### config.mk
export PLATFORM = sky130hd
export DESIGN_NAME = psk_symbol_upsampler
export DESIGN_NICKNAME = d
export VERILOG_FILES = /design/src/rtl/psk_mod_pkg.sv /design/src/rtl/psk_constellation_map.sv /design/src/rtl/psk_symbol_upsampler.sv
export SDC_FILE = /design/constraint.sdc
export NUM_CORES = 1
export LEC_CHECK = 0
export CAP_MARGIN = 20
export CORE_MARGIN = 2
export CORE_UTILIZATION = 45
export DETAILED_ROUTE_END_ITERATION = 10
export PLACE_DENSITY = 0.78
export SLEW_MARGIN = 15
export SYNTH_ARGS = -nofsm -noshare
export SYNTH_HDL_FRONTEND = slang
export SYNTH_HIERARCHICAL = 1
export SYNTH_SLANG_ARGS = --single-unit
### constraint.sdc
create_clock -name clk -period 1.6 [get_ports clk]
set_input_delay 0.16 -clock clk [delete_from_list [all_inputs] [get_ports clk]]
set_output_delay 0.16 -clock clk [all_outputs]
set_load 0.05 [all_outputs]
### src/rtl/psk_mod_pkg.sv
// Shared definitions for the PSK modulator front end.
//   state_t        : sequencer states of the symbol upsampler
//   MOD_BPSK/QPSK  : encodings of the mod_sel input
//   ONE_Q14        : 1.0 in signed Q2.14
//   INV_SQRT2_Q14  : 1/sqrt(2) in signed Q2.14 (QPSK per-rail magnitude)
package psk_mod_pkg;

  typedef enum logic [1:0] {
    IDLE  = 2'd0,
    RUN   = 2'd1,
    DRAIN = 2'd2
  } state_t;

  localparam logic MOD_BPSK = 1'b0;
  localparam logic MOD_QPSK = 1'b1;

  localparam int ONE_Q14       = 16384;
  localparam int INV_SQRT2_Q14 = 11585;

endpackage

### src/rtl/psk_constellation_map.sv
// Combinational symbol-to-constellation mapper (BPSK / Gray-coded QPSK).
// Bit value 0 maps to +AMP, 1 maps to -AMP.
//   mod_sel : MOD_BPSK or MOD_QPSK
//   bits    : symbol bits; BPSK uses bits[0] only
//   i_val   : in-phase value, signed
//   q_val   : quadrature value, signed
module psk_constellation_map
  import psk_mod_pkg::*;
#(
  parameter int DATA_WIDTH = 16,
  parameter int BPSK_AMP   = ONE_Q14,
  parameter int QPSK_AMP   = INV_SQRT2_Q14
) (
  input  logic                         mod_sel,
  input  logic [1:0]                   bits,
  output logic signed [DATA_WIDTH-1:0] i_val,
  output logic signed [DATA_WIDTH-1:0] q_val
);

  localparam logic signed [DATA_WIDTH-1:0] BPSK_P = DATA_WIDTH'(BPSK_AMP);
  localparam logic signed [DATA_WIDTH-1:0] BPSK_N = DATA_WIDTH'(-BPSK_AMP);
  localparam logic signed [DATA_WIDTH-1:0] QPSK_P = DATA_WIDTH'(QPSK_AMP);
  localparam logic signed [DATA_WIDTH-1:0] QPSK_N = DATA_WIDTH'(-QPSK_AMP);

  always_comb begin
    i_val = '0;
    q_val = '0;
    if (mod_sel == MOD_QPSK) begin
      i_val = bits[1] ? QPSK_N : QPSK_P;
      q_val = bits[0] ? QPSK_N : QPSK_P;
    end else begin
      i_val = bits[0] ? BPSK_N : BPSK_P;
    end
  end

endmodule

### src/rtl/psk_symbol_upsampler.sv
// Symbol upsampler feeding the pulse-shaping FIRs of the PSK modulator.
// Takes symbols over valid/ready, maps them to BPSK/QPSK in signed Q2.14,
// zero-stuffs each to SPS samples and strobes one sample every SAMPLE_DIV
// clocks.
//   clk, rst         : clock, asynchronous active-high reset
//   enable           : run request (level)
//   mod_sel, bits_in : symbol modulation and bits, captured at handshake
//   bits_valid/ready : input handshake
//   i_out, q_out     : output sample, valid while sample_en is high
//   sample_en        : one-cycle sample strobe
//   symbol_strobe    : sample_en on phase-0 samples
//   underflow        : phase-0 slot in RUN found no symbol waiting
//
// state | meaning
// IDLE  | stopped, counters cleared, holding register discarded
// RUN   | emitting samples, accepting symbols
// DRAIN | enable dropped, finishing the current symbol period, no accepts
module psk_symbol_upsampler
  import psk_mod_pkg::*;
#(
  parameter int DATA_WIDTH      = 16,
  parameter int DATA_FRAC_WIDTH = 14,
  parameter int SPS             = 4,
  parameter int SAMPLE_DIV      = 2,
  parameter int BPSK_AMP        = 1 << DATA_FRAC_WIDTH,
  parameter int QPSK_AMP        = INV_SQRT2_Q14
) (
  input  logic                         clk,
  input  logic                         rst,
  input  logic                         enable,
  input  logic                         mod_sel,
  input  logic [1:0]                   bits_in,
  input  logic                         bits_valid,
  output logic                         bits_ready,
  output logic signed [DATA_WIDTH-1:0] i_out,
  output logic signed [DATA_WIDTH-1:0] q_out,
  output logic                         sample_en,
  output logic                         symbol_strobe,
  output logic                         underflow
);

  localparam int DIV_W = (SAMPLE_DIV > 1) ? $clog2(SAMPLE_DIV) : 1;
  localparam int PH_W  = $clog2(SPS);
  localparam logic [DIV_W-1:0] DIV_LAST = DIV_W'(SAMPLE_DIV - 1);
  localparam logic [PH_W-1:0]  PH_LAST  = PH_W'(SPS - 1);

  state_t                  state;
  logic [DIV_W-1:0]        div_cnt;
  logic [PH_W-1:0]         phase;
  logic                    full;
  logic [2:0]              hold;
  logic                    active;
  logic                    tick;
  logic                    consume_now;
  logic                    load;
  logic signed [DATA_WIDTH-1:0] map_i;
  logic signed [DATA_WIDTH-1:0] map_q;

  assign active      = (state != IDLE);
  assign tick        = active && (div_cnt == DIV_LAST);
  assign consume_now = tick && (phase == '0);
  // The slot being emitted this cycle frees the register, so a new symbol
  // can be taken in the same cycle the old one is consumed.
  assign bits_ready  = (state == RUN) && (!full || consume_now);
  assign load        = bits_valid && bits_ready;

  psk_constellation_map #(
    .DATA_WIDTH (DATA_WIDTH),
    .BPSK_AMP   (BPSK_AMP),
    .QPSK_AMP   (QPSK_AMP)
  ) u_map (
    .mod_sel (hold[2]),
    .bits    (hold[1:0]),
    .i_val   (map_i),
    .q_val   (map_q)
  );

  always_ff @(posedge clk or posedge rst) begin
    if (rst) begin
      state         <= IDLE;
      div_cnt       <= '0;
      phase         <= '0;
      full          <= 1'b0;
      hold          <= '0;
      i_out         <= '0;
      q_out         <= '0;
      sample_en     <= 1'b0;
      symbol_strobe <= 1'b0;
      underflow     <= 1'b0;
    end else begin
      sample_en     <= tick;
      symbol_strobe <= consume_now;
      underflow     <= consume_now && !full && (state == RUN);

      if (tick) begin
        if (consume_now && full) begin
          i_out <= map_i;
          q_out <= map_q;
        end else begin
          i_out <= '0;
          q_out <= '0;
        end
      end

      if (!active) begin
        div_cnt <= '0;
        phase   <= '0;
      end else if (tick) begin
        div_cnt <= '0;
        phase   <= (phase == PH_LAST) ? '0 : phase + PH_W'(1);
      end else begin
        div_cnt <= div_cnt + DIV_W'(1);
      end

      if (state == IDLE) begin
        full <= 1'b0;
      end else begin
        full <= load || (full && !consume_now);
      end
      if (load) begin
        hold <= {mod_sel, bits_in};
      end

      case (state)
        IDLE:    if (enable) state <= RUN;
        RUN:     if (!enable) state <= DRAIN;
        DRAIN: begin
          if (enable) state <= RUN;
          else if (tick && (phase == PH_LAST)) state <= IDLE;
        end
        default: state <= IDLE;
      endcase
    end
  end

endmodule

==> parameters.txt <==
Parameter                              Value

Run status
  Result of the run    finished, final reports clean

Cells and area
  Fraction of layout cells with a size suffix above 1    36.31%
  Area taken by multi-input logic gates    555.5 sq um
  Flip-flop and latch area    0.001101 sq mm
  Commonest non-fill, non-tap cell in the layout    sky130_fd_sc_hd__dfrtp_1
  Leading cell types in the layout, fill and taps excluded    sky130_fd_sc_hd__dfrtp_1, sky130_fd_sc_hd__buf_4, sky130_fd_sc_hd__a22o_1, sky130_fd_sc_hd__clkbuf_8
  Count of inserted antenna diode cells    0
  Number of fill cells in the layout    343
  Non-Filler Instances    218
  Final instance area    0.002247 sq mm
  Layout Area Growth over Synthesis    18.08%
  Total Nets Final    177

Floorplanning
  Area of the core region    0.004029 sq mm
  # IOs    43
  Die width    69.03 um
  Die Footprint    0.004765 sq mm
  Vertical extent of the die    69.03 um
  Starting density of the core    47.24%
  Site row count    23

STA
  Count of final setup violators    0
  Setup Skew    0.002876 ns
  Final worst slack    0.07374 ns
  Final period util    95.39%
  Slew at the pin closest to its max-slew limit    0.5489 ns
  Post-Route Hold Slack    0.1491 ns
  Clock period minus worst slack    1.526 ns
  Number of hold violations in the final report    0
  Peak Freq    655.2 MHz
  Slew Limit Fails    0
  Setup repair after global routing missed its margin    yes
  Normalized max-slew margin    63.18%

Logic synthesis
  Mapped Cells    146
  Average footprint of a synthesized cell    13.03 sq um
  Netlist area before placement    0.001903 sq mm
  Number of distinct library cells after synthesis    26
  Post-synthesis net count    155
  Count of yosys warnings during synthesis    6
  Seq/Total Area, Yosys    57.86%
  Register bit total from synthesis    44

Clock network
  Cell at the root of the clock tree    sky130_fd_sc_hd__clkbuf_8
  Clk_lat worst skew    0.29 ns
  H-tree level count    2
  Hold bufs inserted after CTS    0
  TritonCTS clock tree    built
  Maximum root-to-sink buffer count    2
  Clock transition at the registers of the reported paths    0.07 ns
  Sinks on Clock Net    44
  CTS Buf Count    5

Power and ir drop
  Pleak    1.127 nW
  Cell area power density    1558 mW/mm^2
  Max IR drop VDD    0.6876 mV

Place
  Placer's final routability congestion estimate    0.7955
  Final HPWL DP    2435 um
  Port Buffers    42
  Standard cell area after detailed placement    0.002141 sq mm
  Worst Setup Slack post-DPL    0.06102 ns
  Cells after DPL    211

Global routing
  Met1 track demand over resource in global routing    18.31%
  Number of global-route vias before repair    1184
  Grt met2 use    23.61%
  Most congested layer reported by global routing    met2
  Total global routing track utilization    15.00%
  Maximum number of pins on one net before global-route repair    33
  Global-route wire length before repair    5602 um
  GR Overflow Total    0
  Met3 track demand over resource    5.848%
  Initial antenna violation count    0

Route
  Via density per instance    5.239
  Wire length reported by the detailed router    3275 um
  Vias after detailed routing    1142
  DRC violation count after routing    0
  Average wire per cell in the routed design    15.02 um
  First-iteration detailed-routing DRC count    65
  Remaining antenna violation count    0
  1st-pass router iterations    4

Worst setup path
  Category of the worst setup path capture point    primary output
  Start-to-end type of the worst setup path    register to primary output
  Critical path launch point type    register
  Required time of the critical path    1.44 ns
  Worst path arrival time    1.37 ns
  CP max FO    6

Flow run
  Max cap viols    0

Hold path
  Type of the worst min-delay path    input pin to async pin
==> critical path, stage by stage (launching register included) <==
cell and delay, ns:
sky130_fd_sc_hd__dfrtp_1 0.41, sky130_fd_sc_hd__inv_1 0.07, sky130_fd_sc_hd__ha_2 0.18, sky130_fd_sc_hd__nand2_4 0.10, sky130_fd_sc_hd__a21oi_4 0.17, sky130_fd_sc_hd__buf_12 0.15
==> cell type report <==
| class | count | share of cell area (%) |
|---|---|---|
| clock buffer | 7 | 4.287 |
| inverter | 5 | 0.8352 |
| multi-input combinational | 64 | 24.72 |
| sequential | 44 | 49.00 |
| tap | 50 | 2.784 |
| timing repair buffer | 48 | 18.37 |
==> path summary, 6_finish.rpt <==
kind / depth (start not counted) / to / slack (ns) / start
min in group clk: 2 / state[1] / 0.43 / enable
worst max-delay path: 5 / bits_ready / 0.07 / phase[0]
worst min register to register: 1 / i_out[8] / 0.51 / i_out[8]
max in group asynchronous: 3 / underflow / 0.97 / rst
worst max register to register: 5 / hold[0] / 0.10 / phase[0]
worst min-delay path: 2 / q_out[4] / 0.15 / rst
==> report_power, final <==
part	total (mW)	switching, mW	internal (mW)
registers	1.47	0.165	1.31
logic	1.31	0.855	0.454
clock network	0.721	0.337	0.384
total	3.50	1.36	2.14
==> cell families after synthesis <==
family          Yosys count  share of synthesized area [%]
simple gates             18                          5.917
mux                       6                          3.616
flops                    44                          57.86
fa+ha+maj                 2                          1.315
compound gates           38                          17.42
buf+inv                  38                          13.87
==> synth_stat cells, drive strengths merged <==
cell / count / area, sq um
ha: 2 / 25.02
a2bb2oi: 1 / 8.760
nand2b: 2 / 12.51
nand3b: 1 / 7.510
nor3: 1 / 5.000
a21boi: 1 / 7.510
and2: 2 / 12.51
o21ai: 1 / 5.000
mux2: 4 / 48.79
a211oi: 1 / 20.02
clkbuf: 4 / 16.26
a21oi: 2 / 10.01
inv: 5 / 18.77
dfrtp: 44 / 1101
nor2b: 2 / 12.51
buf: 29 / 229.0
mux2i: 2 / 20.02
nor3b: 1 / 18.77
a22o: 32 / 280.3
nand2: 2 / 15.01
nor2: 7 / 28.78
==> timing repair <==
| action | CTS | global route |
|---|---|---|
| setup buffers | 0 | 0 |
| endpoints found under the setup margin | 0 | 4 |
| resized for setup | 0 | 3 |
==> per-layer routing <==
metal | up-vias | part of all wire (%)
li1 | 533 | -
met1 | 562 | 42
met2 | 41 | 49
met3 | 6 | 7.0
met4 | 0 | 1.8
met5 | - | 0
==> metrics by stage <==
step / TNS (ns) / power, mW / utilization, %
6_report: 0 / 3.501 / 55.78
5_1_grt: -0.003579 / 3.682 / 55.78
4_1_cts: 0 / 3.530 / 55.53
3_5_place_dp: 0 / 2.804 / 53.14
3_3_place_gp: 0 / 2.759 / 53.14
2_1_floorplan: 0 / 2.667 / -
==> registers in the layout, summed over array words and instances, names as in the netlist <==
signal / cells
hold: 3
phase: 2
underflow: 1
q_out: 16
state: 2
div_cnt: 1
full: 1
i_out: 16
sample_en: 1
symbol_strobe: 1
Note: power is estimated with default switching activity, not from simulation.
